<file path="src/rtl/dev_bus_arbiter_if.sv">
// dev_bus_arbiter_if: bundles both master request ports, the downstream
//   device bus and the debug grant vector into one connection.
// Ports: m0_*/m1_* request/ack/read-data, dev* downstream command/status,
//   grant_o owner. slave = arbiter view, master = environment view.
interface dev_bus_arbiter_if;
  // Master 0 (CPU data port)
  logic        m0_req_i;
  logic        m0_write_i;
  logic [31:0] m0_addr_i;
  logic [31:0] m0_wdata_i;
  logic [3:0]  m0_be_i;
  logic        m0_ack_o;
  logic [31:0] m0_rdata_o;
  logic        m0_err_o;
  // Master 1 (DMA / refill engine)
  logic        m1_req_i;
  logic        m1_write_i;
  logic [31:0] m1_addr_i;
  logic [31:0] m1_wdata_i;
  logic [3:0]  m1_be_i;
  logic        m1_ack_o;
  logic [31:0] m1_rdata_o;
  logic        m1_err_o;
  // Downstream device bus
  logic        devEnable_o;
  logic        devWrite_o;
  logic [31:0] devPhysicalAddr_o;
  logic [31:0] devDataSave_o;
  logic [3:0]  devByteSelect_o;
  logic        devBusy_i;
  logic [31:0] devDataLoad_i;
  // Debug
  logic [1:0]  grant_o;

  modport slave (
    input  m0_req_i, m0_write_i, m0_addr_i, m0_wdata_i, m0_be_i,
    output m0_ack_o, m0_rdata_o, m0_err_o,
    input  m1_req_i, m1_write_i, m1_addr_i, m1_wdata_i, m1_be_i,
    output m1_ack_o, m1_rdata_o, m1_err_o,
    output devEnable_o, devWrite_o, devPhysicalAddr_o, devDataSave_o, devByteSelect_o,
    input  devBusy_i, devDataLoad_i,
    output grant_o
  );

  modport master (
    output m0_req_i, m0_write_i, m0_addr_i, m0_wdata_i, m0_be_i,
    input  m0_ack_o, m0_rdata_o, m0_err_o,
    output m1_req_i, m1_write_i, m1_addr_i, m1_wdata_i, m1_be_i,
    input  m1_ack_o, m1_rdata_o, m1_err_o,
    input  devEnable_o, devWrite_o, devPhysicalAddr_o, devDataSave_o, devByteSelect_o,
    output devBusy_i, devDataLoad_i,
    input  grant_o
  );
endinterface

</file>
<file path="src/rtl/dev_bus_arbiter.sv">
// dev_bus_arbiter: round-robin arbiter giving two masters one shared device bus.
// Latency: request in IDLE cycle N -> ACCESS N+1 -> ack N+2, plus one cycle per busy cycle.
// Backpressure: devBusy_i stalls in ACCESS; losing master's request stays pending (level held).
// Ports: clk, rst_n (async active-low), bus (dev_bus_arbiter_if.slave).
// Optional feature: define ARB_TIMEOUT_EN to abort an ACCESS after TIMEOUT_CYCLES
//   busy cycles, returning ERR_DATA with err set; otherwise ACCESS waits forever.
module dev_bus_arbiter #(
  parameter int unsigned TIMEOUT_CYCLES = 1024,
  parameter logic [31:0] ERR_DATA       = 32'hDEADBEEF
) (
  input  logic               clk,
  input  logic               rst_n,
  dev_bus_arbiter_if.slave   bus
);

  typedef enum logic [1:0] {
    IDLE   = 2'd0,
    ACCESS = 2'd1,
    RESP   = 2'd2
  } state_t;

  if (TIMEOUT_CYCLES < 1) begin : g_bad_timeout
    $error("dev_bus_arbiter: TIMEOUT_CYCLES must be at least 1");
  end

  state_t      state_q, state_d;
  logic        owner_q, owner_d;          // 0 = m0, 1 = m1
  logic        last_grant_q, last_grant_d;
  logic        cmd_write_q, cmd_write_d;
  logic [31:0] cmd_addr_q, cmd_addr_d;
  logic [31:0] cmd_wdata_q, cmd_wdata_d;
  logic [3:0]  cmd_be_q, cmd_be_d;
  logic [31:0] rdata_q, rdata_d;
  logic        err_q, err_d;
  logic        pick_m1;
  logic        timeout_hit;

`ifdef ARB_TIMEOUT_EN
  localparam int CNT_W = $clog2(TIMEOUT_CYCLES + 1);
  logic [CNT_W-1:0] tmo_cnt_q;

  // Held at zero outside ACCESS, so it is clear on every ACCESS entry and
  // equals (ACCESS cycles already spent) while in ACCESS.
  always_ff @(posedge clk or negedge rst_n) begin
    if (!rst_n) begin
      tmo_cnt_q <= '0;
    end else if (state_q != ACCESS) begin
      tmo_cnt_q <= '0;
    end else begin
      tmo_cnt_q <= tmo_cnt_q + 1'b1;
    end
  end

  // Fires in the last permitted ACCESS cycle, bounding ACCESS to TIMEOUT_CYCLES.
  assign timeout_hit = (state_q == ACCESS) && bus.devBusy_i &&
                       (tmo_cnt_q == CNT_W'(TIMEOUT_CYCLES - 1));
`else
  assign timeout_hit = 1'b0;
`endif

  // Tie goes to the master that did not win last time.
  assign pick_m1 = bus.m1_req_i && (!bus.m0_req_i || !last_grant_q);

  always_ff @(posedge clk or negedge rst_n) begin
    if (!rst_n) begin
      state_q      <= IDLE;
      owner_q      <= 1'b0;
      last_grant_q <= 1'b1;
      cmd_write_q  <= 1'b0;
      cmd_addr_q   <= '0;
      cmd_wdata_q  <= '0;
      cmd_be_q     <= '0;
      rdata_q      <= '0;
      err_q        <= 1'b0;
    end else begin
      state_q      <= state_d;
      owner_q      <= owner_d;
      last_grant_q <= last_grant_d;
      cmd_write_q  <= cmd_write_d;
      cmd_addr_q   <= cmd_addr_d;
      cmd_wdata_q  <= cmd_wdata_d;
      cmd_be_q     <= cmd_be_d;
      rdata_q      <= rdata_d;
      err_q        <= err_d;
    end
  end

  always_comb begin
    state_d      = state_q;
    owner_d      = owner_q;
    last_grant_d = last_grant_q;
    cmd_write_d  = cmd_write_q;
    cmd_addr_d   = cmd_addr_q;
    cmd_wdata_d  = cmd_wdata_q;
    cmd_be_d     = cmd_be_q;
    rdata_d      = rdata_q;
    err_d        = err_q;

    unique case (state_q)
      IDLE: begin
        if (bus.m0_req_i || bus.m1_req_i) begin
          owner_d      = pick_m1;
          last_grant_d = pick_m1;
          cmd_write_d  = pick_m1 ? bus.m1_write_i : bus.m0_write_i;
          cmd_addr_d   = pick_m1 ? bus.m1_addr_i  : bus.m0_addr_i;
          cmd_wdata_d  = pick_m1 ? bus.m1_wdata_i : bus.m0_wdata_i;
          cmd_be_d     = pick_m1 ? bus.m1_be_i    : bus.m0_be_i;
          state_d      = ACCESS;
        end
      end
      ACCESS: begin
        if (timeout_hit) begin
          rdata_d = ERR_DATA;
          err_d   = 1'b1;
          state_d = RESP;
        end else if (!bus.devBusy_i) begin
          // Writes leave the shared read-data register untouched.
          if (!cmd_write_q) begin
            rdata_d = bus.devDataLoad_i;
          end
          err_d   = 1'b0;
          state_d = RESP;
        end
      end
      RESP: begin
        // Requests are not sampled here; a held request re-arbitrates in IDLE.
        state_d = IDLE;
      end
      default: begin
        state_d = IDLE;
      end
    endcase
  end

  // All outputs come straight from registers or single-bit state decodes.
  assign bus.devEnable_o       = (state_q == ACCESS);
  assign bus.devWrite_o        = cmd_write_q;
  assign bus.devPhysicalAddr_o = cmd_addr_q;
  assign bus.devDataSave_o     = cmd_wdata_q;
  assign bus.devByteSelect_o   = cmd_be_q;

  assign bus.grant_o    = (state_q == IDLE) ? 2'b00 : (owner_q ? 2'b10 : 2'b01);

  assign bus.m0_ack_o   = (state_q == RESP) && !owner_q;
  assign bus.m1_ack_o   = (state_q == RESP) &&  owner_q;
  assign bus.m0_rdata_o = rdata_q;
  assign bus.m1_rdata_o = rdata_q;
  assign bus.m0_err_o   = err_q && bus.m0_ack_o;
  assign bus.m1_err_o   = err_q && bus.m1_ack_o;

endmodule

</file>
<file path="src/flat_wrapper.sv">
// flat-port wrapper written by rule: the top's interface ports become plain ports
module dev_bus_arbiter_flat 
#(
  parameter int unsigned TIMEOUT_CYCLES = 1024,
  parameter logic [31:0] ERR_DATA       = 32'hDEADBEEF
)
  (clk, rst_n, bus_m0_req_i, bus_m0_write_i, bus_m0_addr_i, bus_m0_wdata_i, bus_m0_be_i, bus_m0_ack_o, bus_m0_rdata_o, bus_m0_err_o, bus_m1_req_i, bus_m1_write_i, bus_m1_addr_i, bus_m1_wdata_i, bus_m1_be_i, bus_m1_ack_o, bus_m1_rdata_o, bus_m1_err_o, bus_devEnable_o, bus_devWrite_o, bus_devPhysicalAddr_o, bus_devDataSave_o, bus_devByteSelect_o, bus_devBusy_i, bus_devDataLoad_i, bus_grant_o);
  dev_bus_arbiter_if bus_i ();
  input  logic clk;
  input  logic rst_n;
  input wire logic [$bits(bus_i.m0_req_i)-1:0] bus_m0_req_i;
  input wire logic [$bits(bus_i.m0_write_i)-1:0] bus_m0_write_i;
  input wire logic [$bits(bus_i.m0_addr_i)-1:0] bus_m0_addr_i;
  input wire logic [$bits(bus_i.m0_wdata_i)-1:0] bus_m0_wdata_i;
  input wire logic [$bits(bus_i.m0_be_i)-1:0] bus_m0_be_i;
  output wire logic [$bits(bus_i.m0_ack_o)-1:0] bus_m0_ack_o;
  output wire logic [$bits(bus_i.m0_rdata_o)-1:0] bus_m0_rdata_o;
  output wire logic [$bits(bus_i.m0_err_o)-1:0] bus_m0_err_o;
  input wire logic [$bits(bus_i.m1_req_i)-1:0] bus_m1_req_i;
  input wire logic [$bits(bus_i.m1_write_i)-1:0] bus_m1_write_i;
  input wire logic [$bits(bus_i.m1_addr_i)-1:0] bus_m1_addr_i;
  input wire logic [$bits(bus_i.m1_wdata_i)-1:0] bus_m1_wdata_i;
  input wire logic [$bits(bus_i.m1_be_i)-1:0] bus_m1_be_i;
  output wire logic [$bits(bus_i.m1_ack_o)-1:0] bus_m1_ack_o;
  output wire logic [$bits(bus_i.m1_rdata_o)-1:0] bus_m1_rdata_o;
  output wire logic [$bits(bus_i.m1_err_o)-1:0] bus_m1_err_o;
  output wire logic [$bits(bus_i.devEnable_o)-1:0] bus_devEnable_o;
  output wire logic [$bits(bus_i.devWrite_o)-1:0] bus_devWrite_o;
  output wire logic [$bits(bus_i.devPhysicalAddr_o)-1:0] bus_devPhysicalAddr_o;
  output wire logic [$bits(bus_i.devDataSave_o)-1:0] bus_devDataSave_o;
  output wire logic [$bits(bus_i.devByteSelect_o)-1:0] bus_devByteSelect_o;
  input wire logic [$bits(bus_i.devBusy_i)-1:0] bus_devBusy_i;
  input wire logic [$bits(bus_i.devDataLoad_i)-1:0] bus_devDataLoad_i;
  output wire logic [$bits(bus_i.grant_o)-1:0] bus_grant_o;
  assign bus_i.m0_req_i = bus_m0_req_i;
  assign bus_i.m0_write_i = bus_m0_write_i;
  assign bus_i.m0_addr_i = bus_m0_addr_i;
  assign bus_i.m0_wdata_i = bus_m0_wdata_i;
  assign bus_i.m0_be_i = bus_m0_be_i;
  assign bus_m0_ack_o = bus_i.m0_ack_o;
  assign bus_m0_rdata_o = bus_i.m0_rdata_o;
  assign bus_m0_err_o = bus_i.m0_err_o;
  assign bus_i.m1_req_i = bus_m1_req_i;
  assign bus_i.m1_write_i = bus_m1_write_i;
  assign bus_i.m1_addr_i = bus_m1_addr_i;
  assign bus_i.m1_wdata_i = bus_m1_wdata_i;
  assign bus_i.m1_be_i = bus_m1_be_i;
  assign bus_m1_ack_o = bus_i.m1_ack_o;
  assign bus_m1_rdata_o = bus_i.m1_rdata_o;
  assign bus_m1_err_o = bus_i.m1_err_o;
  assign bus_devEnable_o = bus_i.devEnable_o;
  assign bus_devWrite_o = bus_i.devWrite_o;
  assign bus_devPhysicalAddr_o = bus_i.devPhysicalAddr_o;
  assign bus_devDataSave_o = bus_i.devDataSave_o;
  assign bus_devByteSelect_o = bus_i.devByteSelect_o;
  assign bus_i.devBusy_i = bus_devBusy_i;
  assign bus_i.devDataLoad_i = bus_devDataLoad_i;
  assign bus_grant_o = bus_i.grant_o;
  dev_bus_arbiter #(.TIMEOUT_CYCLES(TIMEOUT_CYCLES), .ERR_DATA(ERR_DATA)) u_core (.clk(clk), .rst_n(rst_n), .bus(bus_i));
endmodule
</file>
<file path="config.mk">
export PLATFORM = sky130hd
export DESIGN_NAME = dev_bus_arbiter_flat
export DESIGN_NICKNAME = d
export VERILOG_FILES = /design/src/rtl/dev_bus_arbiter_if.sv /design/src/rtl/dev_bus_arbiter.sv /design/src/flat_wrapper.sv
export SDC_FILE = /design/constraint.sdc
export NUM_CORES = 1
export LEC_CHECK = 0
export ABC_AREA = 0
export CAP_MARGIN = 20
export CORE_AREA = 2 2 123 125
export DETAILED_ROUTE_END_ITERATION = 7
export DIE_AREA = 0 0 125 127
export PLACE_DENSITY = 0.77
export SYNTH_ARGS = -nofsm -noshare
export SYNTH_HDL_FRONTEND = slang
export SYNTH_SLANG_ARGS = --single-unit
</file>
<file path="constraint.sdc">
create_clock -name clk -period 4.3 [get_ports clk]
set_input_delay 0.645 -clock clk [delete_from_list [all_inputs] [get_ports clk]]
set_output_delay 0.645 -clock clk [all_outputs]
set_load 0.05 [all_outputs]
</file>
---- Word level (Yosys, flattened, before mapping) ----
Cells that the tools add are included.
word-level totals
  register bits after elaboration ......... 105
  input port bits ......................... 175
  output and inout bits ................... 140
  logic and storage cells ................. 35
cells by class
  reductions and logical operators ........ 12
  bitwise gates (word level) .............. 2
  muxes and demuxes ....................... 9
  eq/ne operators ......................... 4
operators with widths
  kind                                                                     count
  32-bit two-way mux                                                       2
  2-bit two-way mux                                                        4
  4-bit two-way mux                                                        1
  2-bit one-hot mux with 2 select lines                                    1
  2-bit AND reduction                                                      2
  1-bit logical AND                                                        3
  1-bit zero test                                                          3
  3-bit AND reduction                                                      1
  2-bit by 1-bit equality test with 1-bit output, second input constant    1
  2-bit equality test, second input constant                               1
  2-bit zero test                                                          1
  1-bit logical OR                                                         2
  2-bit by 1-bit inequality test with 1-bit output, second input constant  1
  2-bit inequality test, second input constant                             1
  1-bit NOT                                                                2
  1-bit two-way mux                                                        1

---- Logic depth before layout (Yosys ltp) ----
Gate-level depths: netlist of run 1.
  depth after elaboration ................. 4
  gate-level depth with buffers ........... 5
  mapped depth without buffers ............ 4

---- Least setup slack after synthesis of run 1 ----
No wires, ideal clock.
  kind .................................... reg-to-output
  start ................................... register u_core.owner_q
  end ..................................... output bus_m0_ack_o
  arrival ................................. 1.565 ns
  stages on the path, launching flop included .. 2
  buffers on the path ..................... 0
  required time ........................... 3.655 ns
  slack ................................... 2.090 ns
  cells stage by stage .................... dfrtp_1 -> nor3b_1
between the ends
  longest elaborated chain between the ends .. 2
ends and longest elaborated chain
  element                 RTL line                text
  start, declared         dev_bus_arbiter.sv:27   logic owner_q, owner_d;
  start signal, assigned  dev_bus_arbiter.sv:77   owner_q <= owner_d;
  1-bit zero test         dev_bus_arbiter.sv:144  assign bus.m0_ack_o = (state_q == RESP) && !owner_q;
  1-bit logical AND       dev_bus_arbiter.sv:144
  end, declared           flat_wrapper.sv:16      output wire logic [$bits(bus_i.m0_ack_o)-1:0] bus_m0_ack_o;
No other way between the ends.

---- Final worst setup path of run 1 ----
  start ................................... register u_core.state_q[1]
  end ..................................... output bus_grant_o[1]
between the ends
  longest elaborated chain between the ends .. 2
ends and longest elaborated chain
  element                 RTL line                text
  start, declared         dev_bus_arbiter.sv:26   state_t state_q, state_d;
  start signal, assigned  dev_bus_arbiter.sv:76   state_q <= state_d;
  2-bit zero test         dev_bus_arbiter.sv:142  assign bus.grant_o = (state_q == IDLE) ? 2'b00 : (owner_q ? 2'b10 : 2'b01);
  2-bit two-way mux       dev_bus_arbiter.sv:142
  end, declared           flat_wrapper.sv:34      output wire logic [$bits(bus_i.grant_o)-1:0] bus_grant_o;
No other way between the ends.

==> metrics.txt, run 1 <==
# TYPE chip_impl_metric gauge
chip_impl_info{name="post-synth-top-count-cell",value="sky130_fd_sc_hd__dfrtp_1"} 1
chip_impl_metric{name="all_layer_global_routing_usage",unit=""} 0.170
chip_impl_metric{name="cp.arrival",unit="ps"} 1950
chip_impl_metric{name="clkLatencyLatePin",unit="ps"} 350
chip_impl_info{name="crit_chain",value="nor2_1 -> nor2b_1 -> clkdlybuf4s50_1"} 1
chip_impl_metric{name="slew_violations",unit=""} 0
chip_impl_metric{name="cts.sink_count",unit=""} 105
chip_impl_metric{name="netlist_instances",unit=""} 345
chip_impl_metric{name="vias_in_the_first_global_route",unit=""} 4053
chip_impl_info{name="hold_path_class",value="in2async"} 1
chip_impl_metric{name="worst_r2r_path_depth",unit=""} 4
chip_impl_metric{name="hpwl",unit="um"} 10300
chip_impl_metric{name="ctsHoldBuffers",unit=""} 0
chip_impl_info{name="post_synth_main_area_contributors",value="sky130_fd_sc_hd__dfrtp_1, sky130_fd_sc_hd__mux2_2, sky130_fd_sc_hd__mux2_1"} 1
chip_impl_metric{name="area_enclosed_by_the_die_boundary",unit="um^2"} 15900
chip_impl_metric{name="setup-violations-final",unit=""} 0
chip_impl_metric{name="drv.max_cap_violation_count",unit=""} 0
chip_impl_info{name="clock_tree.root_cell",value="sky130_fd_sc_hd__clkbuf_16"} 1
chip_impl_metric{name="areaGrowthSynthToFinish",unit="%"} 66.3
chip_impl_metric{name="r2r_setup_slack",unit="ps"} 2340
chip_impl_metric{name="portBuffers",unit=""} 312
chip_impl_metric{name="post_cts.repair.setup_buffers",unit=""} 0
chip_impl_metric{name="fin_nets",unit=""} 796
chip_impl_metric{name="clkTransAtPathRegs",unit="ps"} 70
chip_impl_info{name="grt_setup_unrepaired",value="no"} 1
chip_impl_metric{name="synth_top_area_share",unit=""} 0.516
chip_impl_metric{name="wire_length_of_the_first_global_routing_pass",unit="um"} 21400
chip_impl_metric{name="synth_async_sr_flop_share",unit=""} 1.00
chip_impl_metric{name="dr.first_iter.drc_count",unit=""} 111
chip_impl_metric{name="final_period_minus_worst_setup_slack",unit="ps"} 2590
chip_impl_metric{name="routed-via-count",unit=""} 3780
chip_impl_metric{name="number_of_flops_mapped_to_enable_cells_by_yosys",unit=""} 0
chip_impl_metric{name="pin_count_of_the_biggest_net_entering_global_routing",unit=""} 72
chip_impl_metric{name="cts_max_level",unit=""} 3
chip_impl_metric{name="setup_tns",unit="ps"} 0
chip_impl_metric{name="detail_route.wirelength",unit="um"} 13800
chip_impl_info{name="status",value="completed"} 1
chip_impl_info{name="critPathCaptureType",value="primary output"} 1
chip_impl_info{name="synthFlopType",value="sky130_fd_sc_hd__dfrtp_1"} 1
chip_impl_info{name="rr_endpoint",value="u_core.bus.devPhysicalAddr_o[11]$_DFFE_PN0P_"} 1
chip_impl_metric{name="yosysSeqAreaShare",unit=""} 0.521
chip_impl_metric{name="fraction_of_final_layout_cells_sized_beyond_drive_strength_1",unit=""} 0.192
chip_impl_info{name="crit_type",value="reg2out"} 1
chip_impl_metric{name="drtAntennaViolNets",unit=""} 0
chip_impl_metric{name="p_leak",unit="nW"} 3.37
chip_impl_metric{name="powerDensity",unit="nW/um^2"} 909
chip_impl_metric{name="ys_types",unit=""} 22
chip_impl_metric{name="n_antenna_cell",unit=""} 0
chip_impl_metric{name="ys.warnings.count",unit=""} 0
chip_impl_metric{name="remaining_drc_errors",unit=""} 0
chip_impl_metric{name="timing.final.crit_share",unit=""} 0.603
chip_impl_metric{name="die_w",unit="um"} 125
chip_impl_metric{name="final.setup_skew",unit="ps"} 5.50
chip_impl_info{name="tritoncts_clock_tree",value="yes"} 1
chip_impl_metric{name="clockBufferDepth",unit=""} 2
chip_impl_metric{name="peak_per_stage_delay_on_the_critical_path",unit="ps"} 720
chip_impl_metric{name="max_slew_margin",unit=""} 0.378
chip_impl_info{name="start_kind",value="register"} 1
chip_impl_info{name="critical_path.top_delay_family",value="buffers and inverters"} 1
chip_impl_metric{name="worst-path-buf-inv",unit=""} 1
chip_impl_metric{name="drt_pre_antenna_iters",unit=""} 4
chip_impl_metric{name="final.hold.worst_slack",unit="ps"} 397
chip_impl_metric{name="initial_util",unit=""} 0.350
chip_impl_metric{name="syn_area",unit="um^2"} 5040
chip_impl_metric{name="number_of_fill_cells",unit=""} 1130
chip_impl_metric{name="globalplace.congestion",unit=""} 0.785
chip_impl_metric{name="row_count",unit=""} 44
chip_impl_info{name="timing.critical_path.slowest_stage_cell",value="sky130_fd_sc_hd__clkdlybuf4s50_1"} 1
chip_impl_metric{name="post_synth.cell_area_avg",unit="um^2"} 14.6
chip_impl_metric{name="gr-total-overflow",unit=""} 0
chip_impl_info{name="yosysTopAreaCell",value="sky130_fd_sc_hd__dfrtp_1"} 1
chip_impl_metric{name="tritoncts.num_buffers",unit=""} 9
chip_impl_metric{name="achievable-frequency",unit="MHz"} 386
chip_impl_metric{name="largest_voltage_drop_on_the_vdd_net",unit="V"} 0.000641
chip_impl_metric{name="worst_ep_required_time",unit="ps"} 3650
chip_impl_metric{name="fp.coreArea",unit="um^2"} 14400
chip_impl_info{name="worst_r2r_startpoint",value="u_core.state_q[0]$_DFFE_PN0P_"} 1
chip_impl_metric{name="worst_path_max_fanout",unit=""} 5
chip_impl_metric{name="yosys_register_bits",unit=""} 105
chip_impl_info{name="netlist_top_cells_count",value="sky130_fd_sc_hd__dfrtp_1, sky130_fd_sc_hd__mux2_2, sky130_fd_sc_hd__mux2_1, sky130_fd_sc_hd__buf_4, sky130_fd_sc_hd__buf_2"} 1
chip_impl_metric{name="die_y",unit="um"} 127
chip_impl_metric{name="post_cts.resized_instances",unit=""} 0
chip_impl_metric{name="io_pins",unit=""} 315
chip_impl_metric{name="antenna_found_initial",unit=""} 0
chip_impl_metric{name="viasPerCell",unit=""} 4.67
chip_impl_metric{name="fin_total_pwr",unit="mW"} 7.62
chip_impl_metric{name="worst-slew-pin-transition",unit="ps"} 932
chip_impl_metric{name="avgRoutedWirePerCell",unit="um"} 17.0
chip_impl_metric{name="hold_violations",unit=""} 0
==> where the power goes <==
group | switching, mW | total (mW) | internal, mW
sequential | 0.319 | 1.82 | 1.50
combinational | 3.10 | 4.94 | 1.83
clock | 0.352 | 0.864 | 0.512
==> worst reg2reg max path, stage by stage, from the launching register on <==
cell and delay, ps:
sky130_fd_sc_hd__dfrtp_1 420, sky130_fd_sc_hd__nor2_1 140, sky130_fd_sc_hd__o21ai_4 70, sky130_fd_sc_hd__buf_4 700, sky130_fd_sc_hd__mux2_2 510
==> state kept, by name, summed over array words and instances (netlist names) <==
name,flops
u_core.last_grant_q,1
u_core.bus.devDataSave_o,32
u_core.owner_q,1
u_core.bus.devWrite_o,1
u_core.bus.m0_rdata_o,32
u_core.state_q,2
u_core.bus.devByteSelect_o,4
u_core.bus.devPhysicalAddr_o,32
==> area by class of cell <==
type,instances,area [um^2],area share
Clock inverter,3,67.6,0.00806
Inverter,1,3.75,0.000448
Sequential cell,105,2630,0.314
Tap cell,184,230,0.0275
Timing Repair Buffer,316,3170,0.378
Multi-Input combinational cell,188,2040,0.244
Clock buffer,13,240,0.0287
==> worst max-delay path by stage <==
stage,startpoint,end,slack [ps],cells past startpoint
floorplan,u_core.owner_q$_DFFE_PN0P_,bus_m0_ack_o,2090,1
global placement,bus_m0_req_i,u_core.bus.devDataSave_o[6]$_DFFE_PN0P_,1390,4
detailed placement,bus_m0_req_i,u_core.bus.devDataSave_o[15]$_DFFE_PN0P_,1330,4
CTS,u_core.state_q[0]$_DFFE_PN0P_,bus_grant_o[1],1700,3
global route,u_core.state_q[1]$_DFFE_PN0P_,bus_grant_o[1],1610,3
finish,u_core.state_q[1]$_DFFE_PN0P_,bus_grant_o[1],1710,3
==> metrics by stage <==
step | setup slack [ps] | std cells | cell area (um^2) | util
3_3_place_gp | 1390 | 793 | 8050 | 0.558
5_1_grt | 1610 | 810 | 8380 | 0.581
3_5_place_dp | 1330 | 793 | 8050 | 0.558
2_1_floorplan | 2090 | 346 | 5050 | -
6_report | 1710 | 810 | 8380 | 0.581
4_1_cts | 1700 | 809 | 8360 | 0.579
==> per-layer routing <==
| metal | up-vias | part of all wire | GRT usage |
|---|---|---|---|
| li1 | 1728 | - | - |
| met1 | 1826 | 0.37 | 0.188 |
| met2 | 201 | 0.51 | 0.301 |
| met3 | 25 | 0.084 | 0.0490 |
| met4 | 0 | 0.031 | 0.0824 |
| met5 | - | 0 | 0 |
==> cell usage in the layout, fill, tap and decap left out, types with 2 or more instances in the layout <==
| cell type | count |
|---|---|
| sky130_fd_sc_hd__buf_4 | 4 |
| sky130_fd_sc_hd__bufinv_16 | 2 |
| sky130_fd_sc_hd__clkbuf_1 | 4 |
| sky130_fd_sc_hd__clkbuf_16 | 9 |
| sky130_fd_sc_hd__clkdlybuf4s50_1 | 311 |
| sky130_fd_sc_hd__conb_1 | 2 |
| sky130_fd_sc_hd__dfrtp_1 | 104 |
| sky130_fd_sc_hd__mux2_1 | 71 |
| sky130_fd_sc_hd__mux2_2 | 99 |
| sky130_fd_sc_hd__nand2_1 | 2 |
| sky130_fd_sc_hd__nor2_1 | 3 |
==> cell families after synthesis <==
kind of cell / count (synthesis) / synth area share
multiplexers: 170 / 0.380
flip-flops: 105 / 0.521
buffers and inverters: 53 / 0.0792
AND/OR/NAND/NOR: 11 / 0.0124
AO/OA/AOI/OAI: 5 / 0.00670
other: 1 / 0.000744
(Power assumes the default switching activity.)
==> run 2: changes to the inputs <==
CORE_AREA = not set   (was 2 2 123 125)
CORE_UTILIZATION = 34   (was not set)
DIE_AREA = not set   (was 0 0 125 127)
PLACE_DENSITY = 0.78   (was 0.77)
clock period = 2.2 ns   (was 4.3 ns; I/O delays follow)
==> metrics.txt, run 2 (synthesized netlist as in run 1, its figures left out) <==
# TYPE chip_impl_metric gauge
chip_impl_metric{name="all_layer_global_routing_usage",unit=""} 0.176
chip_impl_metric{name="powerDensity",unit="nW/um^2"} 1760
chip_impl_metric{name="largest_voltage_drop_on_the_vdd_net",unit="V"} 0.00122
chip_impl_metric{name="tritoncts.num_buffers",unit=""} 9
chip_impl_metric{name="gr-total-overflow",unit=""} 0
chip_impl_metric{name="detail_route.wirelength",unit="um"} 13700
chip_impl_metric{name="routed-via-count",unit=""} 3775
chip_impl_metric{name="achievable-frequency",unit="MHz"} 476
chip_impl_metric{name="final_period_minus_worst_setup_slack",unit="ps"} 2100
chip_impl_info{name="crit_chain",value="nor2_1 -> nor2b_1 -> clkdlybuf4s50_1"} 1
chip_impl_metric{name="timing.final.crit_share",unit=""} 0.954
chip_impl_metric{name="fraction_of_final_layout_cells_sized_beyond_drive_strength_1",unit=""} 0.211
chip_impl_metric{name="row_count",unit=""} 44
chip_impl_metric{name="p_leak",unit="nW"} 3.45
chip_impl_metric{name="area_enclosed_by_the_die_boundary",unit="um^2"} 15300
chip_impl_metric{name="clkLatencyLatePin",unit="ps"} 350
chip_impl_info{name="crit_type",value="reg2out"} 1
chip_impl_metric{name="worst_ep_required_time",unit="ps"} 1870
chip_impl_metric{name="max_slew_margin",unit=""} 0.639
chip_impl_metric{name="drv.max_cap_violation_count",unit=""} 0
chip_impl_metric{name="clockBufferDepth",unit=""} 2
chip_impl_metric{name="fin_total_pwr",unit="mW"} 15.0
chip_impl_metric{name="drt_pre_antenna_iters",unit=""} 4
chip_impl_info{name="critPathCaptureType",value="primary output"} 1
chip_impl_metric{name="pin_count_of_the_biggest_net_entering_global_routing",unit=""} 58
chip_impl_metric{name="globalplace.congestion",unit=""} 0.725
chip_impl_metric{name="final.setup_skew",unit="ps"} 6.61
chip_impl_metric{name="cp.arrival",unit="ps"} 1770
chip_impl_metric{name="worst_path_max_fanout",unit=""} 5
chip_impl_metric{name="antenna_found_initial",unit=""} 0
chip_impl_info{name="status",value="completed"} 1
chip_impl_metric{name="cts.sink_count",unit=""} 105
chip_impl_metric{name="cts_max_level",unit=""} 3
chip_impl_info{name="clock_tree.root_cell",value="sky130_fd_sc_hd__clkbuf_16"} 1
chip_impl_metric{name="final_core_utilization",unit=""} 0.588
chip_impl_metric{name="peak_per_stage_delay_on_the_critical_path",unit="ps"} 830
chip_impl_metric{name="hold_violations",unit=""} 0
chip_impl_metric{name="clkTransAtPathRegs",unit="ps"} 70
chip_impl_metric{name="stdcell_area",unit="um^2"} 8520
chip_impl_info{name="grt_setup_unrepaired",value="no"} 1
chip_impl_info{name="layout_commonest_cell",value="sky130_fd_sc_hd__clkdlybuf4s50_1"} 1
chip_impl_metric{name="ctsHoldBuffers",unit=""} 1
chip_impl_metric{name="portBuffers",unit=""} 312
chip_impl_metric{name="place.detailed.instances",unit=""} 801
chip_impl_metric{name="post_cts.resized_instances",unit=""} 0
chip_impl_metric{name="fp.coreArea",unit="um^2"} 14500
chip_impl_info{name="start_kind",value="register"} 1
chip_impl_metric{name="initial_util",unit=""} 0.348
chip_impl_metric{name="avgRoutedWirePerCell",unit="um"} 16.8
chip_impl_metric{name="stdcell_count",unit=""} 818
chip_impl_metric{name="drtAntennaViolNets",unit=""} 0
chip_impl_metric{name="placement.cell_area",unit="um^2"} 8190
chip_impl_metric{name="die_y",unit="um"} 124
chip_impl_metric{name="setup_tns",unit="ps"} 0
chip_impl_metric{name="remaining_drc_errors",unit=""} 0
chip_impl_info{name="mostFrequentLayoutCells",value="sky130_fd_sc_hd__clkdlybuf4s50_1, sky130_fd_sc_hd__dfrtp_1, sky130_fd_sc_hd__mux2_2"} 1
chip_impl_metric{name="die_w",unit="um"} 124
chip_impl_metric{name="io_pins",unit=""} 315
chip_impl_info{name="hold_path_class",value="in2async"} 1
chip_impl_metric{name="hpwl",unit="um"} 10600
chip_impl_metric{name="worst-slew-pin-transition",unit="ps"} 540
chip_impl_metric{name="vias_in_the_first_global_route",unit=""} 4047
chip_impl_info{name="timing.critical_path.slowest_stage_cell",value="sky130_fd_sc_hd__clkdlybuf4s50_1"} 1
chip_impl_metric{name="slew_violations",unit=""} 0
chip_impl_metric{name="setup-violations-final",unit=""} 0
chip_impl_metric{name="post_cts.repair.setup_buffers",unit=""} 0
chip_impl_metric{name="viasPerCell",unit=""} 4.61
chip_impl_metric{name="n_antenna_cell",unit=""} 0
chip_impl_metric{name="areaGrowthSynthToFinish",unit="%"} 68.9
chip_impl_metric{name="dr.first_iter.drc_count",unit=""} 67
chip_impl_metric{name="wire_length_of_the_first_global_routing_pass",unit="um"} 20000
chip_impl_info{name="tritoncts_clock_tree",value="yes"} 1
chip_impl_metric{name="fin_nets",unit=""} 804
==> run 2: changes by cell type in the layout (fill, tap and decap cells not counted) <==
| cell | previous run | this run |
|---|---|---|
| sky130_fd_sc_hd__clkdlybuf4s50_1 | 311 | 308 |
| sky130_fd_sc_hd__clkinv_2 | 0 | 2 |
| sky130_fd_sc_hd__buf_12 | 0 | 7 |
| sky130_fd_sc_hd__buf_16 | 1 | 0 |
| sky130_fd_sc_hd__clkbuf_1 | 4 | 0 |
| sky130_fd_sc_hd__buf_4 | 4 | 8 |
| sky130_fd_sc_hd__dlygate4sd3_1 | 0 | 1 |
| sky130_fd_sc_hd__clkinv_4 | 0 | 2 |
==> run 2: worst paths after layout <==
path | depth (start not counted) | slack, ps | from | to
hold reg to reg | 1 | 500 | u_core.bus.devPhysicalAddr_o[21]$_DFFE_PN0P_ | u_core.bus.devPhysicalAddr_o[21]$_DFFE_PN0P_
hold / removal | 3 | 500 | rst_n | u_core.bus.m0_rdata_o[27]$_DFFE_PN0P_
setup / recovery | 3 | 100 | u_core.state_q[1]$_DFFE_PN0P_ | bus_grant_o[1]
setup reg to reg | 4 | 510 | u_core.last_grant_q$_DFFE_PN1P_ | u_core.bus.devPhysicalAddr_o[19]$_DFFE_PN0P_
min in group clk | 1 | 500 | u_core.bus.devPhysicalAddr_o[21]$_DFFE_PN0P_ | u_core.bus.devPhysicalAddr_o[21]$_DFFE_PN0P_
max in group asynchronous | 3 | 1400 | rst_n | u_core.last_grant_q$_DFFE_PN1P_
==> run 2: power by group <==
group	switching [mW]	internal, mW
registers	0.627	2.94
clock network	0.722	0.997
logic	6.07	3.65
total	7.42	7.59
==> run 2: worst max-delay path, delay by kind of cell, from the launching register on <==
family / cells / cell delay, ps
buf+inv: 1 / 830
flops: 1 / 400
simple gates: 2 / 200
==> run 2: layout make-up <==
type / count / area (um^2)
fillers: 1155 / 5960
repair buffers: 324 / 3290
flip-flops and latches: 105 / 2630
multi-input cells: 188 / 2040
well taps: 184 / 230
clock buffers: 9 / 225
clock inverters: 7 / 95.1
inverters: 1 / 3.75
==> run 2: routing by layer <==
layer,share of wire,vias up,track usage
li1,-,1748,-
met1,0.35,1817,0.177
met2,0.53,193,0.329
met3,0.10,17,0.0536
met4,0.020,0,0.0783
met5,0,-,0
==> run 2: stage by stage <==
step / setup WS [ps] / hold WS, ps
floorplan: 305 / 34.4
global placement: 189 / 354
detailed placement: 180 / 362
CTS: 66.6 / 509
global route: 15.6 / 520
finish: 100 / 499
